### src/rtl/vecunit_pkg.sv
// vecunit_pkg: shared types for the vector FP add sequencer
package vecunit_pkg;
  localparam int FP32_W = 32;
  typedef enum logic [1:0] {S_IDLE, S_ISSUE, S_DRAIN, S_DONE} seq_state_e;
  typedef struct packed {
    logic nv;
    logic dz;
    logic of;
    logic uf;
    logic nx;
  } fflags_t;
endpackage

### src/rtl/vseq_delay_line.sv
// vseq_delay_line: fixed-depth {valid, data} shift register with synchronous flush
module vseq_delay_line #(
  parameter int DEPTH = 3,
  parameter int W     = 5
) (
  input  logic         clk_i,
  input  logic         rst_ni,
  input  logic         flush_i,
  input  logic         valid_i,
  input  logic [W-1:0] data_i,
  output logic         valid_o,
  output logic [W-1:0] data_o
);
  logic [DEPTH-1:0] r_v;
  logic [W-1:0]     r_d [DEPTH];
  // shift one stage per cycle; flush drops every in-flight valid
  always_ff @(posedge clk_i or negedge rst_ni) begin
    if (!rst_ni) begin
      r_v <= '0;
      for (int k = 0; k < DEPTH; k++) r_d[k] <= '0;
    end else begin
      r_v[0] <= valid_i && !flush_i;
      r_d[0] <= data_i;
      for (int k = 1; k < DEPTH; k++) begin
        r_v[k] <= r_v[k-1] && !flush_i;
        r_d[k] <= r_d[k-1];
      end
    end
  end
  assign valid_o = r_v[DEPTH-1];
  assign data_o  = r_d[DEPTH-1];
endmodule

### src/rtl/vfadd_elem_sequencer.sv
// vfadd_elem_sequencer: runs one vector FP add/sub element-by-element through a fixed-latency adder
module vfadd_elem_sequencer
  import vecunit_pkg::*;
#(
  parameter int VLMAX   = 32,
  parameter int ELEM_W  = FP32_W,
  parameter int ADD_LAT = 3,
  parameter int IDX_W   = $clog2(VLMAX)
) (
  input  logic              clk_i,
  input  logic              rst_ni,
  input  logic              cmd_valid_i,
  output logic              cmd_ready_o,
  input  logic              cmd_sub_i,
  input  logic [IDX_W:0]    cmd_vl_i,
  input  logic [4:0]        cmd_vs1_i,
  input  logic [4:0]        cmd_vs2_i,
  input  logic [4:0]        cmd_vd_i,
  input  logic              kill_i,
  output logic              rf_rd_en_o,
  output logic [4:0]        rf_rd_vs1_o,
  output logic [4:0]        rf_rd_vs2_o,
  output logic [IDX_W-1:0]  rf_rd_idx_o,
  input  logic [ELEM_W-1:0] rf_rd_a_i,
  input  logic [ELEM_W-1:0] rf_rd_b_i,
  output logic              add_valid_o,
  output logic [ELEM_W-1:0] add_a_o,
  output logic [ELEM_W-1:0] add_b_o,
  output logic              add_sub_o,
  input  logic              add_valid_i,
  input  logic [ELEM_W-1:0] add_result_i,
  input  logic [4:0]        add_flags_i,
  output logic              rf_wr_en_o,
  output logic [4:0]        rf_wr_vd_o,
  output logic [IDX_W-1:0]  rf_wr_idx_o,
  output logic [ELEM_W-1:0] rf_wr_data_o,
  output logic              busy_o,
  output logic              done_o,
  output logic [4:0]        fflags_o,
  output logic              err_o
);
  seq_state_e       r_state, w_next;
  logic             r_sub, r_iss_v, r_err;
  logic [IDX_W:0]   r_vl;
  logic [4:0]       r_vs1, r_vs2, r_vd;
  logic [IDX_W-1:0] r_rd_idx, r_iss_idx, w_dl_idx;
  fflags_t          r_fflags;
  logic             w_kill, w_rd_en, w_last_rd, w_dl_v, w_wr_en, w_last_wb;
  logic [IDX_W:0]   w_vl_m1;

  assign w_vl_m1   = r_vl - {{IDX_W{1'b0}}, 1'b1};
  assign w_kill    = kill_i && r_state != S_IDLE;
  assign w_rd_en   = r_state == S_ISSUE && !w_kill;
  assign w_last_rd = {1'b0, r_rd_idx} == w_vl_m1;
  assign w_wr_en   = w_dl_v && !w_kill;
  assign w_last_wb = w_wr_en && {1'b0, w_dl_idx} == w_vl_m1;

  vseq_delay_line #(.DEPTH(ADD_LAT), .W(IDX_W)) u_dl (
    .clk_i   (clk_i),
    .rst_ni  (rst_ni),
    .flush_i (w_kill),
    .valid_i (add_valid_o),
    .data_i  (r_iss_idx),
    .valid_o (w_dl_v),
    .data_o  (w_dl_idx)
  );

  // state register
  always_ff @(posedge clk_i or negedge rst_ni) begin
    if (!rst_ni) r_state <= S_IDLE;
    else         r_state <= w_next;
  end

  // next state and handshake outputs; kill from any active state returns to idle
  always_comb begin
    w_next      = r_state;
    cmd_ready_o = r_state == S_IDLE;
    busy_o      = r_state != S_IDLE;
    done_o      = r_state == S_DONE && !w_kill;
    unique case (r_state)
      S_IDLE:  if (cmd_valid_i) w_next = cmd_vl_i == '0 ? S_DONE : S_ISSUE;
      S_ISSUE: if (w_last_rd) w_next = S_DRAIN;
      S_DRAIN: if (w_last_wb) w_next = S_DONE;
      S_DONE:  w_next = S_IDLE;
    endcase
    if (w_kill) w_next = S_IDLE;
  end

  // command latch, read index, issue stage, flag accumulation and sticky tracking error
  always_ff @(posedge clk_i or negedge rst_ni) begin
    if (!rst_ni) begin
      r_sub     <= 1'b0;
      r_vl      <= '0;
      r_vs1     <= '0;
      r_vs2     <= '0;
      r_vd      <= '0;
      r_rd_idx  <= '0;
      r_iss_v   <= 1'b0;
      r_iss_idx <= '0;
      r_fflags  <= '0;
      r_err     <= 1'b0;
    end else begin
      if (cmd_valid_i && r_state == S_IDLE) begin
        r_sub    <= cmd_sub_i;
        r_vl     <= cmd_vl_i;
        r_vs1    <= cmd_vs1_i;
        r_vs2    <= cmd_vs2_i;
        r_vd     <= cmd_vd_i;
        r_rd_idx <= '0;
        r_fflags <= '0;
      end else if (w_rd_en && !w_last_rd) begin
        r_rd_idx <= r_rd_idx + 1'b1;
      end
      r_iss_v   <= w_rd_en;
      r_iss_idx <= r_rd_idx;
      if (w_wr_en) r_fflags <= r_fflags | add_flags_i;
      if (add_valid_i != w_dl_v) r_err <= 1'b1;
    end
  end

  assign rf_rd_en_o   = w_rd_en;
  assign rf_rd_vs1_o  = r_vs1;
  assign rf_rd_vs2_o  = r_vs2;
  assign rf_rd_idx_o  = r_rd_idx;
  assign add_valid_o  = r_iss_v && !w_kill;
  assign add_a_o      = add_valid_o ? rf_rd_a_i : '0;
  assign add_b_o      = add_valid_o ? rf_rd_b_i : '0;
  assign add_sub_o    = r_sub;
  assign rf_wr_en_o   = w_wr_en;
  assign rf_wr_vd_o   = r_vd;
  assign rf_wr_idx_o  = w_wr_en ? w_dl_idx : '0;
  assign rf_wr_data_o = w_wr_en ? add_result_i : '0;
  assign fflags_o     = r_fflags;
  assign err_o        = r_err;
endmodule

### config.mk
export PLATFORM = sky130hd
export DESIGN_NAME = vfadd_elem_sequencer
export DESIGN_NICKNAME = d
export VERILOG_FILES = /design/src/rtl/vecunit_pkg.sv /design/src/rtl/vseq_delay_line.sv /design/src/rtl/vfadd_elem_sequencer.sv
export SDC_FILE = /design/constraint.sdc
export NUM_CORES = 1
export LEC_CHECK = 0
export BUFFER_PORTS_ARGS = -buffer_cell sky130_fd_sc_hd__buf_2
export CAP_MARGIN = 10
export CORE_AREA = 2 2 100 102
export CTS_BUF_LIST = sky130_fd_sc_hd__clkbuf_16
export DETAILED_ROUTE_END_ITERATION = 7
export DIE_AREA = 0 0 102 104
export MAX_ROUTING_LAYER = met4
export PLACE_DENSITY = 0.8
export SLEW_MARGIN = 30
export SYNTH_ARGS = -nofsm -noshare
export SYNTH_HDL_FRONTEND = slang
export SYNTH_SLANG_ARGS = --single-unit
### constraint.sdc
create_clock -name clk_i -period 4.5 [get_ports clk_i]
set_clock_uncertainty 0.2 [all_clocks]
set_input_delay 0.45 -clock clk_i [delete_from_list [all_inputs] [get_ports clk_i]]
set_output_delay 0.45 -clock clk_i [all_outputs]
set_load 0.01 [all_outputs]
; ---- Word-level counts from Yosys, hierarchy flattened
; Index checks and enable logic that the tools add are counted.
[word_totals]
regBits = 59
in_bits = 128
output_inout_bits = 134
[op_classes]
addsub = 2
n_eq_ne = 9
muxes = 14
bitwise = 1
reduce_logical = 19
[op_table]
columns = cell, n
row1 = $mux 32, 3
row2 = $mux 5, 5
row3 = $eq 5x6->1, 2
row4 = $logic_and 1x1->1, 11
row5 = $mux 2, 5
row6 = $ne 3x2->1 const B, 3
row7 = $pmux 2 s4, 1
row8 = $logic_not 6->1, 1
row9 = $reduce_bool 2->1, 3
row10 = $sub 6x1->6 const B, 1
row11 = $add 5x1->5 const B, 1
row12 = $or 5x5->5, 1
row13 = $eq 2x2->1 const B, 2
row14 = $reduce_and 3->1, 1
row15 = $eq 2x1->1 const B, 1
row16 = $logic_not 1->1, 2
row17 = $logic_not 2->1, 1
row18 = $ne 1x1->1, 1

; ---- Longest topological paths before layout
; Gate-level depths: netlist (run 1).
[depth]
ltp_word = 8
ltp_mapped = 9

; ---- Hierarchy
; Synthesis (run 1) repeated with hierarchy kept, for this count alone.
[unflattened]
hier_cells = 310
area_unflattened_um2 = 3158.0
[by_module_without_submodules]
columns = module, instances, cells_each, area_per_inst_um2, seq_area_each_um2
row1 = vfadd_elem_sequencer, 1, 284, 2651.3, 1026.0
row2 = vseq_delay_line, 1, 26, 506.7, 450.4

; ---- Worst setup path before layout (run 1)
; No wires, ideal clock.
[synth_path]
path_kind = reg2reg
start = register r_state[0]
end = register r_state[0]
setup_time_ns = 0.128
arrival_ns = 2.095
required_ns = 4.172
slack_ns = 2.078
stages_incl_launch_ff = 10
synth_period_minus_slack_ns = 2.422
path_cell_list = dfrtp_1 > inv_1 > ha_1 > and2_1 > clkbuf_1 > o2111ai_1 > nor3_1 > o21ai_0 > a21oi_2 > mux2_1
[synth_between]
elab_cells_between_ends = 15
classes_between = eq/ne (6) / mux (2) / reduce/logical (7)
[synth_rtl]
columns = element, line_no
row1 = "start, declared", vfadd_elem_sequencer.sv:42  ; seq_state_e r_state, w_next;
row2 = "start signal, assigned", vfadd_elem_sequencer.sv:71  ; else r_state <= w_next;
row3 = $logic_not 2->1 *, -
row4 = net cmd_ready_o, vfadd_elem_sequencer.sv:13  ; output logic cmd_ready_o,
row5 = $pmux 2 s4 or $ne 3x2->1 (tied branches), -
row6 = $mux 2 or $reduce_and 3->1 (tied branches), -
; The timed path passes the listed nets; every way through them passes the cells marked *.
; A chain may end at the register's enable or synchronous reset.

; ---- Worst setup path after layout (run 1)
[layout_path]
start = register r_state[1]
end = output port add_a_o[19]
[layout_between]
elab_chain_len = 5
[layout_rtl]
columns = element, line_no
row1 = $reduce_bool 2->1, vfadd_elem_sequencer.sv:52  ; assign w_kill = kill_i && r_state != S_IDLE;
row2 = $logic_and 1x1->1, vfadd_elem_sequencer.sv:52
row3 = $logic_not 1->1, vfadd_elem_sequencer.sv:125  ; assign add_valid_o = r_iss_v && !w_kill;
row4 = $logic_and 1x1->1, vfadd_elem_sequencer.sv:125
row5 = $mux 32, vfadd_elem_sequencer.sv:126  ; assign add_a_o = add_valid_o ? rf_rd_a_i : '0;
row6 = "end, declared", vfadd_elem_sequencer.sv:27  ; output logic [ELEM_W-1:0] add_a_o,
; No other way between the ends.

==> impl_metrics.env, run 1 <==
export IMPL_ctsHoldBuffers=0
export IMPL_grt_max_degree=66
export IMPL_avgSynthCellArea_um2=10.3
export IMPL_max_freq_ghz=0.299
export IMPL_synth_cell_type_count=35
export IMPL_ys_flop_type="dfrtp_1"
export IMPL_ys_seq_elements=59
export IMPL_fp_coreArea_mm2=0.00955
export IMPL_syn_num_nets=437
export IMPL_portBuffers=261
export IMPL_hold_violations=0
export IMPL_synth_top_area_share=0.475
export IMPL_fin_crit_ns=3.35
export IMPL_clkTransAtPathRegs_ns=0.05
export IMPL_cts_htree_levels=3
export IMPL_num_nets_final=685
export IMPL_syn_inst=303
export IMPL_initial_core_util=0.325
export IMPL_wl_um=11500
export IMPL_cp_max_fo=64
export IMPL_grt_usage=0.207
export IMPL_postCtsSetupBuffers=0
export IMPL_tightest_slew_ns=0.859
export IMPL_worstPathRequired_ns=3.85
export IMPL_routed_via_density=4.74
export IMPL_cts_made_buffers=9
export IMPL_clockBufferDepth=2
export IMPL_vias=3272
export IMPL_tritoncts="done"
export IMPL_grt_pass1_wl_um=16200
export IMPL_finalCritPeriodShare=0.744
export IMPL_ys_warn_count=0
export IMPL_synth_enable_flop_cells=0
export IMPL_fillers=916
export IMPL_yosys_top_cells_area="dfrtp_1, and3_1, mux2_2, xnor2_1, clkbuf_1"
export IMPL_timing_final_max_slew_violations=0
export IMPL_route_detailed_drc=0
export IMPL_wl_per_cell_um=16.7
export IMPL_die_width_um=102
export IMPL_cts_sinks=59
export IMPL_globalplace_congestion=0.933
export IMPL_ioPinCount=262
export IMPL_antenna_found_initial=3
export IMPL_die_area_mm2=0.0106
export IMPL_fin_area_mm2=0.00477
export IMPL_seq_area_frac_synth=0.475
export IMPL_start_kind="flip-flop"
export IMPL_rsz0062_at_grt="no"
export IMPL_yosys_top_cells_count="and3_1, dfrtp_1, clkbuf_1"
export IMPL_num_rows=36
export IMPL_vdd_ir_drop_max_mv=0.382
export IMPL_clk_insertion_delay_late_ns=0.32
export IMPL_ant_nets=0
export IMPL_hold_class="in2async"
export IMPL_end_kind="output port"
export IMPL_tns_ns=0
export IMPL_setup_viol=0
export IMPL_drt_iter0_markers=227
export IMPL_syn_area_mm2=0.00311
export IMPL_netlist_top_cell_by_area="dfrtp_1"
export IMPL_placed_area_mm2=0.00450
export IMPL_area_delta_synth_final_pct=53.5
export IMPL_yosysMostFrequentCell="and3_1"
export IMPL_synthArstFlopShare=1.00
export IMPL_first_pass_iters=5
export IMPL_grt_pass1_vias=2981
export IMPL_layout_drive_gt1_share=0.552
export IMPL_cts_root_buffer_cell="clkbuf_16"
export IMPL_drv_cap=0
export IMPL_cts_resized_gates=0
export IMPL_crit_type="reg2out"
export IMPL_die_h_um=104
export IMPL_p_per_area_mw_per_mm2=609
export IMPL_dp_hpwl_um=9340
export IMPL_relSlewSlack=0.425
export IMPL_worstPathArrival_ns=2.70
export IMPL_p_leak_nw=3.01
export IMPL_overflow=0
export IMPL_status="completed"
==> worst max-delay path, cell delays in order, from the launching register on <==
cell	delay, ns
dfrtp_1	0.40
inv_1	0.11
ha_1	0.27
inv_1	0.11
nand2_2	0.64
buf_4	0.45
and3_1	0.22
buf_2	0.13
==> final timing paths <==
check                            start        endpoint  slack [ns]  cells after the start
max                         r_state[1]     add_a_o[19]        1.15                      7
min                             rst_ni         r_vl[3]        0.08                      2
max reg2reg                 r_state[1]      r_state[0]        1.59                      8
min reg2reg                u_dl.r_d[5]  u_dl.data_o[0]        0.14                      0
max in group asynchronous       rst_ni     u_dl.r_v[2]        3.51                      2
min in group clk_i         u_dl.r_d[5]  u_dl.data_o[0]        0.14                      0
==> where the power goes <==
part	internal [mW]	switching (mW)
clock	0.364	0.228
combinational	0.633	0.728
sequential	0.734	0.218
total	1.73	1.17
==> layer usage <==
metal / part of all wire / global-route usage / routed length (um) / vias to the layer above
met5: 0 / - / 0 / -
met4: 0.029 / 0.0876 / 335 / 0
met3: 0.078 / 0.0329 / 893 / 22
met2: 0.50 / 0.342 / 5790 / 136
met1: 0.39 / 0.249 / 4500 / 1557
li1: - / - / - / 1557
==> through the flow <==
stage	instances	power (mW)	hold WS (ns)	setup WS [ns]	utilization
floorplan	303	1.80	-0.0456	2.08	-
global placement	673	2.27	0.132	1.68	0.471
detailed placement	673	2.33	0.135	1.53	0.472
CTS	689	2.94	0.108	1.18	0.499
global route	690	3.10	0.154	0.941	0.499
finish	690	2.90	0.0848	1.15	0.499
==> kinds of logic (layout without fill, tap and decap cells) <==
| family | after synthesis | in the layout | synth area share |
|---|---|---|---|
| flops | 59 | 59 | 0.475 |
| mux | 25 | 25 | 0.0890 |
| buf+inv | 36 | 289 | 0.0439 |
| fa+ha+maj | 6 | 6 | 0.0242 |
| simple gates | 142 | 142 | 0.272 |
| other cells | 0 | 1 | 0 |
| compound gates | 19 | 19 | 0.0479 |
| xor+xnor | 16 | 16 | 0.0475 |
==> cells in the final DEF (no fill, tap or decap), types with 2 or more instances in the layout <==
cell type / count
clkinvlp_4: 2
clkbuf_16: 9
buf_4: 3
nand2_1: 8
nor3_1: 2
o21ai_0: 4
dfrtp_2: 2
inv_1: 11
dfrtp_1: 57
xor2_1: 3
nor2_1: 13
mux2_2: 20
nand2b_1: 4
mux2i_1: 4
and3_1: 101
buf_2: 261
clkinv_2: 3
xnor2_1: 12
and2_1: 6
a21oi_1: 6
ha_1: 6
==> registers in the layout, indices dropped and copies added (netlist names), 2 cells and up <==
name / count
u_dl.r_d: 10
rf_rd_vs1_o: 5
fflags_o: 5
rf_rd_idx_o: 5
r_iss_idx: 5
r_state: 2
rf_rd_vs2_o: 5
u_dl.r_v: 3
r_vl: 6
u_dl.data_o: 5
rf_wr_vd_o: 5
==> cell type report <==
class | instances | area, um2 | share of cell area
inverters | 9 | 33.8 | 0.00708
repair buffers | 264 | 1330 | 0.279
diodes | 1 | 2.50 | 0.000525
well taps | 133 | 166 | 0.0349
flip-flops and latches | 59 | 1480 | 0.310
clock inverters | 7 | 37.5 | 0.00787
multi-input cells | 208 | 1500 | 0.314
clock buffers | 9 | 225 | 0.0472
No activity file was read; power rests on OpenSTA's default activity.
==> inputs of run 2 (changes only) <==
--- a/config.mk
+++ b/config.mk
@@ -7,12 +7,12 @@
 export LEC_CHECK = 0
 export BUFFER_PORTS_ARGS = -buffer_cell sky130_fd_sc_hd__buf_2
 export CAP_MARGIN = 10
-export CORE_AREA = 2 2 100 102
+export CORE_AREA = 2 2 101 103
 export CTS_BUF_LIST = sky130_fd_sc_hd__clkbuf_16
 export DETAILED_ROUTE_END_ITERATION = 7
-export DIE_AREA = 0 0 102 104
+export DIE_AREA = 0 0 103 105
 export MAX_ROUTING_LAYER = met4
-export PLACE_DENSITY = 0.8
+export PLACE_DENSITY = 0.82
 export SLEW_MARGIN = 30
 export SYNTH_ARGS = -nofsm -noshare
 export SYNTH_HDL_FRONTEND = slang
==> constraint.sdc (replaced) <==
create_clock -name clk_i -period 2.7 [get_ports clk_i]
set_clock_uncertainty 0.2 [all_clocks]
set_input_delay 0.27 -clock clk_i [delete_from_list [all_inputs] [get_ports clk_i]]
set_output_delay 0.27 -clock clk_i [all_outputs]
set_load 0.01 [all_outputs]
==> impl_metrics.env, run 2 (synthesized netlist as in run 1, its figures left out) <==
export IMPL_status="completed"
export IMPL_worstPathRequired_ns=2.23
export IMPL_vias=3521
export IMPL_tritoncts="done"
export IMPL_clockBufferDepth=2
export IMPL_p_per_area_mw_per_mm2=1010
export IMPL_die_width_um=103
export IMPL_ant_nets=0
export IMPL_post_place_ws_ns=-0.00849
export IMPL_grt_pass1_wl_um=17800
export IMPL_hold_class="in2reg"
export IMPL_overflow=0
export IMPL_area_delta_synth_final_pct=63.7
export IMPL_whs_ns=0.00828
export IMPL_fin_cells=717
export IMPL_p_comb_frac=0.495
export IMPL_r2r_slack_ns=0.14
export IMPL_finalWorstSetupSlack_ns=0.131
export IMPL_ioPinCount=262
export IMPL_portBuffers=261
export IMPL_fp_coreArea_mm2=0.00964
export IMPL_max_flop_register="u_dl.r_d"
export IMPL_grt_max_degree=66
export IMPL_dp_hpwl_um=9810
export IMPL_post_place_cells=677
export IMPL_layout_drive_gt1_share=0.532
export IMPL_finalCritPeriodShare=0.952
export IMPL_p_leak_nw=3.14
export IMPL_start_kind="flip-flop"
export IMPL_reg_top3="u_dl.r_d (10), r_vl (6)"
export IMPL_cts_htree_levels=3
export IMPL_largest_register_ffs=10
export IMPL_num_nets_final=712
export IMPL_end_kind="output port"
export IMPL_cts_sinks=59
export IMPL_crit_type="reg2out"
export IMPL_pwr_share_clk=0.215
export IMPL_clk_insertion_delay_late_ns=0.32
export IMPL_cts_made_buffers=9
export IMPL_antenna_found_initial=1
export IMPL_route_detailed_drc=0
export IMPL_globalplace_congestion=0.940
export IMPL_relSlewSlack=0.615
export IMPL_postCtsSetupBuffers=0
export IMPL_setup_viol=0
export IMPL_first_pass_iters=4
export IMPL_final_cell_mix="buf_2, and3_1, dfrtp_1, dlygate4sd3_1, mux2_2"
export IMPL_seq_power_share=0.291
export IMPL_cp_max_fo=39
export IMPL_power_switching_share=0.406
export IMPL_grt_usage=0.223
export IMPL_drt_iter0_markers=203
export IMPL_routed_via_density=4.91
export IMPL_power_internal_mw=3.06
export IMPL_cts_root_buffer_cell="clkbuf_16"
export IMPL_worstPathArrival_ns=2.10
export IMPL_vdd_ir_drop_max_mv=0.637
export IMPL_max_freq_ghz=0.389
export IMPL_rsz0062_at_grt="no"
export IMPL_timing_final_max_slew_violations=0
export IMPL_die_area_mm2=0.0108
export IMPL_grt_pass1_vias=3324
export IMPL_wl_per_cell_um=17.7
export IMPL_fin_crit_ns=2.57
export IMPL_fin_util=0.528
export IMPL_clkTransAtPathRegs_ns=0.06
export IMPL_tightest_slew_ns=0.573
export IMPL_wl_um=12700
export IMPL_die_h_um=105
export IMPL_initial_core_util=0.322
export IMPL_final_common_cell="buf_2"
export IMPL_num_rows=36
export IMPL_power_switching_mw=2.09
export IMPL_drv_cap=0
export IMPL_hold_violations=0
[run 2: cell count changes in the layout (fill, tap and decap cells not counted), sizes merged]
cell         delta
clkinvlp        +1
buf             +4
clkinv          -2
bufinv          +1
dlygate4sd3    +23
[run 2: routing by layer]
metal | vias up | share of wire | wire (um) | track usage
li1 | 1605 | - | - | -
met5 | - | 0 | 0 | -
met1 | 1708 | 0.37 | 4760 | 0.245
met3 | 28 | 0.071 | 901 | 0.0468
met2 | 180 | 0.53 | 6720 | 0.391
met4 | 0 | 0.026 | 326 | 0.0808
[run 2: worst max-delay path: stages (launching register included)]
cell and delay [ns]:
dfrtp_1 0.41, inv_1 0.11, ha_1 0.26, inv_1 0.11, nand2_2 0.24, buf_6 0.28, and3_1 0.20, buf_2 0.16
[run 2: cell type report]
class	count	area (um2)
diodes	1	2.50
clock buffers	9	225
clock inverters	7	68.8
fillers	897	4550
inverters	9	33.8
multi-input cells	208	1510
flip-flops and latches	59	1480
well taps	133	166
repair buffers	291	1610
[run 2: power groups by stage]
| stage | clock [mW] | sequential [mW] | combinational (mW) |
|---|---|---|---|
| after floorplan | 0 | 1.52 | 1.48 |
| after global placement | 0 | 1.47 | 2.38 |
| after detailed placement | 0 | 1.50 | 2.47 |
| after CTS | 1.13 | 1.49 | 2.51 |
| after global routing | 1.16 | 1.54 | 2.75 |
| final | 1.10 | 1.50 | 2.55 |
[run 2: stage by stage]
| stage | cell area (um2) | total power [mW] | TNS [ns] |
|---|---|---|---|
| after floorplan | 3110 | 3.00 | 0 |
| after global placement | 4540 | 3.85 | 0 |
| after detailed placement | 4540 | 3.96 | -0.00849 |
| after CTS | 5070 | 5.13 | 0 |
| after global routing | 5080 | 5.45 | 0 |
| final | 5080 | 5.15 | 0 |
[run 2: what timing repair did]
action                                  CTS  global route
resized for setup                         1             2
endpoints found under the setup margin    1            32
hold buffers                             23             0
pin swaps                                 0             1
hold endpoints to repair                 41             0
[run 2: final timing paths]
check	startpoint	to	cells past startpoint
worst max-delay path	r_state[1]	add_a_o[19]	7
worst min-delay path	add_flags_i[0]	fflags_o[0]	3
worst max register to register	r_vl[0]	r_state[0]	8
worst min register to register	u_dl.r_d[9]	u_dl.data_o[4]	0
max in group asynchronous	rst_ni	rf_wr_vd_o[1]	3
min in group asynchronous	rst_ni	rf_rd_idx_o[2]	2
==> inputs of run 3 (changes only) <==
--- a/config.mk
+++ b/config.mk
@@ -12,7 +12,7 @@
 export DETAILED_ROUTE_END_ITERATION = 7
 export DIE_AREA = 0 0 103 105
 export MAX_ROUTING_LAYER = met4
-export PLACE_DENSITY = 0.82
+export PLACE_DENSITY = 0.72
 export SLEW_MARGIN = 30
 export SYNTH_ARGS = -nofsm -noshare
 export SYNTH_HDL_FRONTEND = slang
==> impl_metrics.env, run 3 (synthesized netlist as in run 1, its figures left out) <==
export IMPL_globalplace_congestion=0.971
export IMPL_power_switching_mw=2.04
export IMPL_tritoncts="done"
export IMPL_p_comb_frac=0.506
export IMPL_hold_class="in2reg"
export IMPL_die_h_um=105
export IMPL_cts_made_buffers=9
export IMPL_portBuffers=261
export IMPL_fillers=899
export IMPL_num_rows=36
export IMPL_first_pass_iters=4
export IMPL_post_place_ws_ns=0.273
export IMPL_grt_usage=0.236
export IMPL_power_switching_share=0.409
export IMPL_routed_via_density=4.80
export IMPL_wl_per_cell_um=18.8
export IMPL_tightest_slew_ns=0.484
export IMPL_overflow=0
export IMPL_area_delta_synth_final_pct=61.1
export IMPL_postCtsSetupBuffers=0
export IMPL_ioPinCount=262
export IMPL_cts_resized_gates=0
export IMPL_p_leak_nw=3.12
export IMPL_pwr_share_clk=0.198
export IMPL_end_kind="output port"
export IMPL_cts_sinks=59
export IMPL_ctsHoldBuffers=18
export IMPL_setup_viol=0
export IMPL_reg_top3="u_dl.r_d (10), r_vl (6)"
export IMPL_max_freq_ghz=0.396
export IMPL_vias=3435
export IMPL_wl_um=13500
export IMPL_antenna_found_initial=4
export IMPL_fin_util=0.519
export IMPL_initial_core_util=0.322
export IMPL_die_width_um=103
export IMPL_whs_ns=-0.00876
export IMPL_vdd_ir_drop_max_mv=0.631
export IMPL_grt_pass1_vias=3233
export IMPL_start_kind="flip-flop"
export IMPL_num_nets_final=708
export IMPL_violations="hold timing"
export IMPL_die_area_mm2=0.0108
export IMPL_fp_coreArea_mm2=0.00964
export IMPL_seq_power_share=0.295
export IMPL_ant_nets=0
export IMPL_placed_area_mm2=0.00455
export IMPL_rsz0062_at_grt="no"
export IMPL_route_detailed_drc=0
export IMPL_worstPathRequired_ns=2.23
export IMPL_max_flop_register="u_dl.r_d"
export IMPL_clockBufferDepth=2
export IMPL_largest_register_ffs=10
export IMPL_drt_iter0_markers=205
export IMPL_cp_max_fo=33
export IMPL_dp_hpwl_um=10800
export IMPL_cts_htree_levels=3
export IMPL_p_per_area_mw_per_mm2=997
export IMPL_grt_pass1_wl_um=18300
export IMPL_final_cell_mix="buf_2, and3_1, dfrtp_1, mux2_2, dlygate4sd3_1"
export IMPL_fin_crit_ns=2.52
export IMPL_cts_root_buffer_cell="clkbuf_16"
export IMPL_layout_drive_gt1_share=0.534
export IMPL_status="finished with violations"
export IMPL_grt_max_degree=74
export IMPL_relSlewSlack=0.675
export IMPL_hold_violations=1
export IMPL_final_common_cell="buf_2"
export IMPL_clkTransAtPathRegs_ns=0.05
export IMPL_worstPathArrival_ns=2.05
export IMPL_total_power_mw=4.99
export IMPL_crit_type="reg2out"
export IMPL_timing_final_max_slew_violations=0
export IMPL_drv_cap=0
export IMPL_finalCritPeriodShare=0.934
export IMPL_fin_area_mm2=0.00500
export IMPL_clk_insertion_delay_late_ns=0.32
export IMPL_tns_ns=0
export IMPL_power_internal_mw=2.95
export IMPL_finalWorstSetupSlack_ns=0.177
run 3: cell count changes in the layout (fill, tap and decap cells not counted), sizes merged:
cell	delta
clkinv	+3
bufinv	-1
buf	+1
dlygate4sd3	-5
diode	+3
clkinvlp	-2
run 3: critical path, cell delays in order (launching register included):
cell     delay (ns)
dfrtp_1        0.39
inv_1          0.11
ha_1           0.25
inv_1          0.10
nand2_2        0.12
buf_4          0.29
and2_1         0.29
buf_2          0.18
run 3: metal layers:
layer  GRT usage  part of all wire  vias up  wire (um)
li1            -                 -     1607          -
met1       0.258              0.37     1657       4940
met2       0.415              0.54      158       7270
met3      0.0582             0.074       13       1000
met4      0.0761             0.021        0        277
met5           -                 0        -          0
run 3: area by class of cell:
type	count	area (um2)	share of cell area
Clock buffer	9	225	0.0450
Clock inverter	7	37.5	0.00750
Sequential cell	59	1480	0.295
Tap cell	133	166	0.0333
Antenna cell	4	10.0	0.00200
Inverter	9	33.8	0.00675
Timing Repair Buffer	287	1560	0.312
Multi-Input combinational cell	208	1500	0.299
run 3: power by group through the flow:
stage               clock [mW]  combinational, mW  sequential [mW]
floorplan                    0               1.48             1.52
global placement             0               2.45             1.46
detailed placement           0               2.50             1.48
CTS                       1.01               2.53             1.48
global route              1.04               2.74             1.51
finish                   0.989               2.53             1.47
run 3: through the flow:
step | std cells | hold slack, ns
finish | 716 | -0.00876
global route | 716 | 0.00564
CTS | 712 | 0.00173
detailed placement | 678 | 0.0516
global placement | 678 | 0.0410
floorplan | 303 | -0.226
run 3: worst paths after layout:
kind | from | endpoint | slack (ns) | cells past startpoint
hold reg to reg | u_dl.r_d[9] | u_dl.data_o[4] | 0.14 | 0
hold / removal | cmd_vs2_i[4] | rf_rd_vs2_o[4] | -0.009 | 2
max in group asynchronous | rst_ni | u_dl.data_o[3] | 1.36 | 3
setup / recovery | r_state[1] | rf_wr_en_o | 0.18 | 7
min in group asynchronous | rst_ni | rf_rd_idx_o[3] | 0.25 | 2
setup reg to reg | r_vl[1] | r_state[0] | 0.23 | 8
